File: src/rtl/pc_fetch.sv
// Instruction fetch stage: PC register, IF/ID pipeline register and IDLE/RUN/DONE sequencer.
// Optional macro PC_BOUND_EN halts fetch once pc reaches MEM_DEPTH.
module pc_fetch #(
  parameter logic [31:0] RESET_PC  = 32'h0000_0000,
  parameter logic [31:0] PC_STEP   = 32'd1,
  parameter int unsigned MEM_DEPTH = 40
) (
  input  logic        clk,
  input  logic        rst_n,
  output logic [31:0] imem_addr,
  input  logic [31:0] imem_instr,
  input  logic        redirect_valid,
  input  logic [31:0] redirect_pc,
  output logic        id_valid,
  input  logic        id_ready,
  output logic [31:0] id_instr,
  output logic [31:0] id_pc,
  output logic        done,
  output logic [15:0] fetch_count
);

  // state | meaning
  // IDLE  | one post-reset cycle, no fetch
  // RUN   | fetching into IF/ID
  // DONE  | halted on memory bound, waits for redirect
  typedef enum logic [1:0] {IDLE, RUN, DONE} state_t;

  state_t      state, state_nxt;
  logic [31:0] pc, pc_nxt;
  logic        valid_nxt;
  logic [31:0] instr_nxt, idpc_nxt;
  logic        at_bound;
  logic        handshake;

`ifdef PC_BOUND_EN
  assign at_bound = (pc >= MEM_DEPTH);
  assign done     = (state == DONE);
`else
  assign at_bound = 1'b0;
  assign done     = 1'b0;
`endif

  assign imem_addr = pc;
  assign handshake = id_valid && id_ready;

  always_ff @(posedge clk or negedge rst_n) begin
    if (!rst_n) begin
      state    <= IDLE;
      pc       <= RESET_PC;
      id_valid <= 1'b0;
      id_instr <= 32'h0;
      id_pc    <= 32'h0;
    end else begin
      state    <= state_nxt;
      pc       <= pc_nxt;
      id_valid <= valid_nxt;
      id_instr <= instr_nxt;
      id_pc    <= idpc_nxt;
    end
  end

  always_comb begin
    state_nxt = state;
    pc_nxt    = pc;
    valid_nxt = id_valid;
    instr_nxt = id_instr;
    idpc_nxt  = id_pc;
    case (state)
      IDLE: state_nxt = RUN;
      RUN: begin
        if (redirect_valid) begin
          pc_nxt    = redirect_pc;
          valid_nxt = 1'b0;
        end else if (!id_valid || id_ready) begin
          if (at_bound) begin
            // Out-of-range fetch: capture nothing, let IF/ID drain.
            state_nxt = DONE;
            valid_nxt = 1'b0;
          end else begin
            instr_nxt = imem_instr;
            idpc_nxt  = pc;
            valid_nxt = 1'b1;
            pc_nxt    = pc + PC_STEP;
          end
        end
      end
      DONE: begin
        if (redirect_valid) begin
          state_nxt = RUN;
          pc_nxt    = redirect_pc;
          valid_nxt = 1'b0;
        end else if (id_ready) begin
          valid_nxt = 1'b0;
        end
      end
      default: state_nxt = IDLE;
    endcase
  end

  always_ff @(posedge clk or negedge rst_n) begin
    if (!rst_n)
      fetch_count <= 16'h0;
    else if (handshake && fetch_count != 16'hFFFF)
      fetch_count <= fetch_count + 16'd1;
  end

endmodule

File: config.mk
export PLATFORM = sky130hd
export DESIGN_NAME = pc_fetch
export DESIGN_NICKNAME = d
export VERILOG_FILES = /design/src/rtl/pc_fetch.sv
export SDC_FILE = /design/constraint.sdc
export NUM_CORES = 1
export LEC_CHECK = 0
export BUFFER_PORTS_ARGS = -buffer_cell sky130_fd_sc_hd__buf_4
export CAP_MARGIN = 20
export CORE_UTILIZATION = 53
export CTS_BUF_LIST = sky130_fd_sc_hd__clkbuf_8
export CTS_CLUSTER_DIAMETER = 100
export CTS_CLUSTER_SIZE = 24
export DETAILED_ROUTE_END_ITERATION = 6
export PLACE_DENSITY_LB_ADDON = 0.12
export SLEW_MARGIN = 10
export SYNTH_ARGS = -nofsm -noshare
export SYNTH_HDL_FRONTEND = slang
export SYNTH_SLANG_ARGS = --single-unit
File: constraint.sdc
create_clock -name clk -period 2.5 [get_ports clk]
set_clock_uncertainty 0.15 [all_clocks]
set_input_delay 0 -clock clk [delete_from_list [all_inputs] [get_ports clk]]
set_output_delay 0 -clock clk [all_outputs]
set_load 0.01 [all_outputs]
==> metrics <==
result of the run=finished clean; sum of negative setup slack=0 ns; I/O Buffers=180; Primary FF master, synth=sky130_fd_sc_hd__dfrtp_1; count of nets after finishing=835; number of max-cap violations=0; number of nets in the synthesized netlist=581; Critical Path Max Stage Delay=0.55 ns; Peak supply drop=0.0004724 V; total vias in the final route=5415; power density over the cells=744.6 nW/um^2; register bit total from synthesis=114; vertical die dimension=105.5 um; Setup WS pre-CTS=0.2534 ns; non-filler instance count after layout=914; Post-synth EDFFs=0; GRT Util Overall=32.66%; number of placement rows=37; launching element type of the critical path=register; final number of hold-violating endpoints=0; DIE WIDTH=105.5 um; CP Max Fanout=9; clock buffer count from CTS=17; final-report setup violation count=0; static leakage=3.763 nW; warnings from Yosys=0; htree depth=4; placed instance count=806; synthesis-to-layout area growth=47.61%; clock root cell=sky130_fd_sc_hd__clkbuf_8; Async SR Flop Fraction=100.0%; maximum clock frequency=414.2 MHz; core box area=10370 sq um; buffer count from post-CTS setup fixing=0; initial cell density of the core=54.77%; cells traversed along the worst timing path=nand4_1 > nor3_1 > o21ai_0 > a22o_1 > dlygate4sd3_1; Worst Setup Path Type=reg -> reg; via count of the first global-routing pass=5488; number of distinct library cells after synthesis=63; ant diodes=0; relative contribution of combinational cells to total power=27.6%; Top delay family on crit path=simple AND/OR/NAND/NOR gates; Mapped Area=5679 sq um; 1st-iter DRT viols=472; Worst-Skew Late Latency=0.43 ns; Flop pwr share=41.8%; overall overflow remaining after global route=0; Mean Syn Cell Area=11.11 sq um; nature of the critical path endpoint=register; arrival time of the worst setup path=2.57 ns; headroom to the max-slew limit=52.44%; clock slew at the register clock pins of the worst setup and hold paths=0.08 ns; number of antenna violations at the first check in global routing=0; number of design rule violations left after detail routing=0; Req. time, crit path=2.66 ns; maximum number of pins on one net before global-route repair=51; RePlAce Congestion=0.8785; final design instance area without fill=8383 sq um; HPWL after DPL=11.01 mm; measured slew at the worst slew-check pin=0.7119 ns; layout cells sized above 1=39.07%; post-detailed-placement cell area=7161 sq um; area of the die=11130 sq um; Switching Share=31.73%; antenna viol nets, final=0; net switching power figure=1.981 mW; routed wirelength normalized by instance count=19.19 um; clock tree from TritonCTS=built; count of clock tree sinks=114; global-route wire length before repair=27.72 mm; total power draw=6.242 mW; post-route clock period utilization=96.57%; final critical-path setup slack=0.08585 ns; minimum period implied by the final worst setup slack=2.414 ns; router iterations before antenna repair=7; ratio of routed vias to standard cells=5.925; Final Max Tran Viols=0; filler cell count=636; RSZ-0062 raised after global routing=no; Slowest-stage cell, CP=sky130_fd_sc_hd__dlygate4sd3_1; Bufs on Longest Clock Path=2; Int Power=4.262 mW; Syn Inst Count=511; Buf/Inv on CP=1; clock share of power=30.6%; worst hold path type=in -> reg; sequential cell area fraction in the yosys report=50.23%; boundary pin count=182; Total Routed Length=17.54 mm
## flip-flops by register name, summed over array words and instances (netlist names)
name,flops
state,1
imem_addr,32
id_pc,32
fetch_count,16
id_valid,1
id_instr,32
## power groups by stage
stage | clock network, mW | registers (mW) | logic [mW]
finish | 1.91 | 2.61 | 1.72
global route | 2.02 | 2.66 | 1.84
CTS | 1.93 | 2.59 | 1.70
detailed placement | 0 | 2.62 | 1.59
global placement | 0 | 2.58 | 1.55
floorplan | 0 | 2.71 | 0.578
## worst paths after layout
check,start,to,slack [ns],depth (start not counted)
max in group asynchronous,rst_n,id_pc[22]$_DFFE_PN0P_,1.35,4
worst min-delay path,imem_instr[22],id_instr[22]$_DFFE_PN0P_,0.19,3
worst max register to register,imem_addr[3]$_DFFE_PN0P_,imem_addr[7]$_DFFE_PN0P_,0.09,5
worst min register to register,fetch_count[10]$_DFFE_PN0P_,fetch_count[10]$_DFFE_PN0P_,0.35,1
worst max-delay path,imem_addr[3]$_DFFE_PN0P_,imem_addr[7]$_DFFE_PN0P_,0.09,5
min in group asynchronous,rst_n,state[0]$_DFFE_PN0N_,0.50,4
## metal layers
layer	wire, um	up-vias	GRT usage, %
met1	6899	2649	39.81
met4	564	0	15.87
met2	8798	282	54.56
met3	1280	44	7.792
li1	-	2440	-
met5	0	-	0
## per-stage QoR
step | hold WS, ns | util, %
after floorplan | -0.4456 | -
after global placement | -0.1222 | 69.05
after detailed placement | -0.1102 | 69.05
after CTS | 0.1620 | 80.77
after global routing | 0.1592 | 80.84
final | 0.1871 | 80.84
## worst register-to-register path: cells and delay by family (launching register included)
kind | cells | cell delay, ns
and+or+nand+nor | 2 | 0.69
AOI/OAI and AO/OA | 2 | 0.38
DFF | 1 | 0.52
buffers and inverters | 1 | 0.55
## kinds of logic (layout without fill, tap and decap cells)
logic type | Yosys count | in the layout | synth area share, %
xor gates and xnor gates | 12 | 12 | 1.851
buffers and inverters | 43 | 310 | 3.371
other | 2 | 2 | 0.1322
adders and majority gates | 2 | 2 | 0.4406
and+or+nand+nor | 171 | 171 | 18.53
AOI/OAI and AO/OA | 103 | 103 | 12.82
muxes | 64 | 64 | 12.62
DFF | 114 | 114 | 50.23
## final cells by class
type                       instances  area [sq um]  share of cell area (%)
timing repair buffer             267          2237                   26.69
inverter                          11         41.29                  0.4925
clock buffer                      18         247.7                   2.955
multi-input combinational        354          2645                   31.55
sequential                       114          2853                   34.03
tap                              136         170.2                   2.030
clock inverter                    14         188.9                   2.254
## cell usage after synthesis, types with 3 or more instances
library cell	instances	share of area (%)
sky130_fd_sc_hd__nand3_1	21	1.9
sky130_fd_sc_hd__inv_1	11	0.73
sky130_fd_sc_hd__nand2_1	36	2.4
sky130_fd_sc_hd__nor3_1	9	0.79
sky130_fd_sc_hd__xor2_1	11	1.7
sky130_fd_sc_hd__o311ai_0	3	0.46
sky130_fd_sc_hd__nand2b_1	3	0.33
sky130_fd_sc_hd__nor4_1	7	0.77
sky130_fd_sc_hd__dfrtp_1	114	50
sky130_fd_sc_hd__a41o_1	3	0.53
sky130_fd_sc_hd__or4b_1	3	0.53
sky130_fd_sc_hd__nand3b_1	5	0.66
sky130_fd_sc_hd__clkbuf_1	14	0.93
sky130_fd_sc_hd__nor2b_1	3	0.33
sky130_fd_sc_hd__nand4b_1	3	0.46
sky130_fd_sc_hd__a2111oi_2	3	0.79
sky130_fd_sc_hd__nor2_1	15	0.99
sky130_fd_sc_hd__mux2i_1	3	0.53
sky130_fd_sc_hd__mux2_2	60	12
sky130_fd_sc_hd__a22o_1	6	0.93
sky130_fd_sc_hd__o2bb2ai_1	3	0.46
sky130_fd_sc_hd__buf_2	15	1.3
sky130_fd_sc_hd__buf_4	3	0.40
sky130_fd_sc_hd__or3_1	4	0.44
sky130_fd_sc_hd__and4_1	9	1.4
sky130_fd_sc_hd__a211oi_1	5	0.66
sky130_fd_sc_hd__o21ai_0	23	2.0
sky130_fd_sc_hd__and2_1	3	0.33
sky130_fd_sc_hd__and3_1	13	1.4
sky130_fd_sc_hd__nor3_2	3	0.53
sky130_fd_sc_hd__a311oi_1	7	1.1
sky130_fd_sc_hd__nand4_1	20	2.2
sky130_fd_sc_hd__a21oi_1	24	2.1
sky130_fd_sc_hd__o22ai_1	4	0.44
## timing repair
| item | CTS | global route |
|---|---|---|
| endpoints found under the hold margin | 181 | 0 |
| hold buffers | 76 | 0 |
| gates resized for setup | 0 | 1 |
| setup endpoints to repair | 0 | 1 |
## cell usage in the layout (no fill, tap or decap), types with 6 or more instances in the layout
master,synthesis,final
sky130_fd_sc_hd__nor3_1,9,9
sky130_fd_sc_hd__and3_1,13,13
sky130_fd_sc_hd__xor2_1,11,11
sky130_fd_sc_hd__nor4_1,7,7
sky130_fd_sc_hd__inv_1,11,12
sky130_fd_sc_hd__a311oi_1,7,7
sky130_fd_sc_hd__buf_4,3,189
sky130_fd_sc_hd__a21oi_1,24,24
sky130_fd_sc_hd__nand4_1,20,20
sky130_fd_sc_hd__and4_1,9,9
sky130_fd_sc_hd__dfrtp_1,114,114
sky130_fd_sc_hd__mux2_2,60,60
sky130_fd_sc_hd__o21ai_0,23,23
sky130_fd_sc_hd__a22o_1,6,6
sky130_fd_sc_hd__nor2_1,15,15
sky130_fd_sc_hd__nand3_1,21,21
sky130_fd_sc_hd__nand2_1,36,35
sky130_fd_sc_hd__dlygate4sd3_1,0,75
sky130_fd_sc_hd__clkbuf_8,0,18
Note: power is estimated with default switching activity, not from simulation.
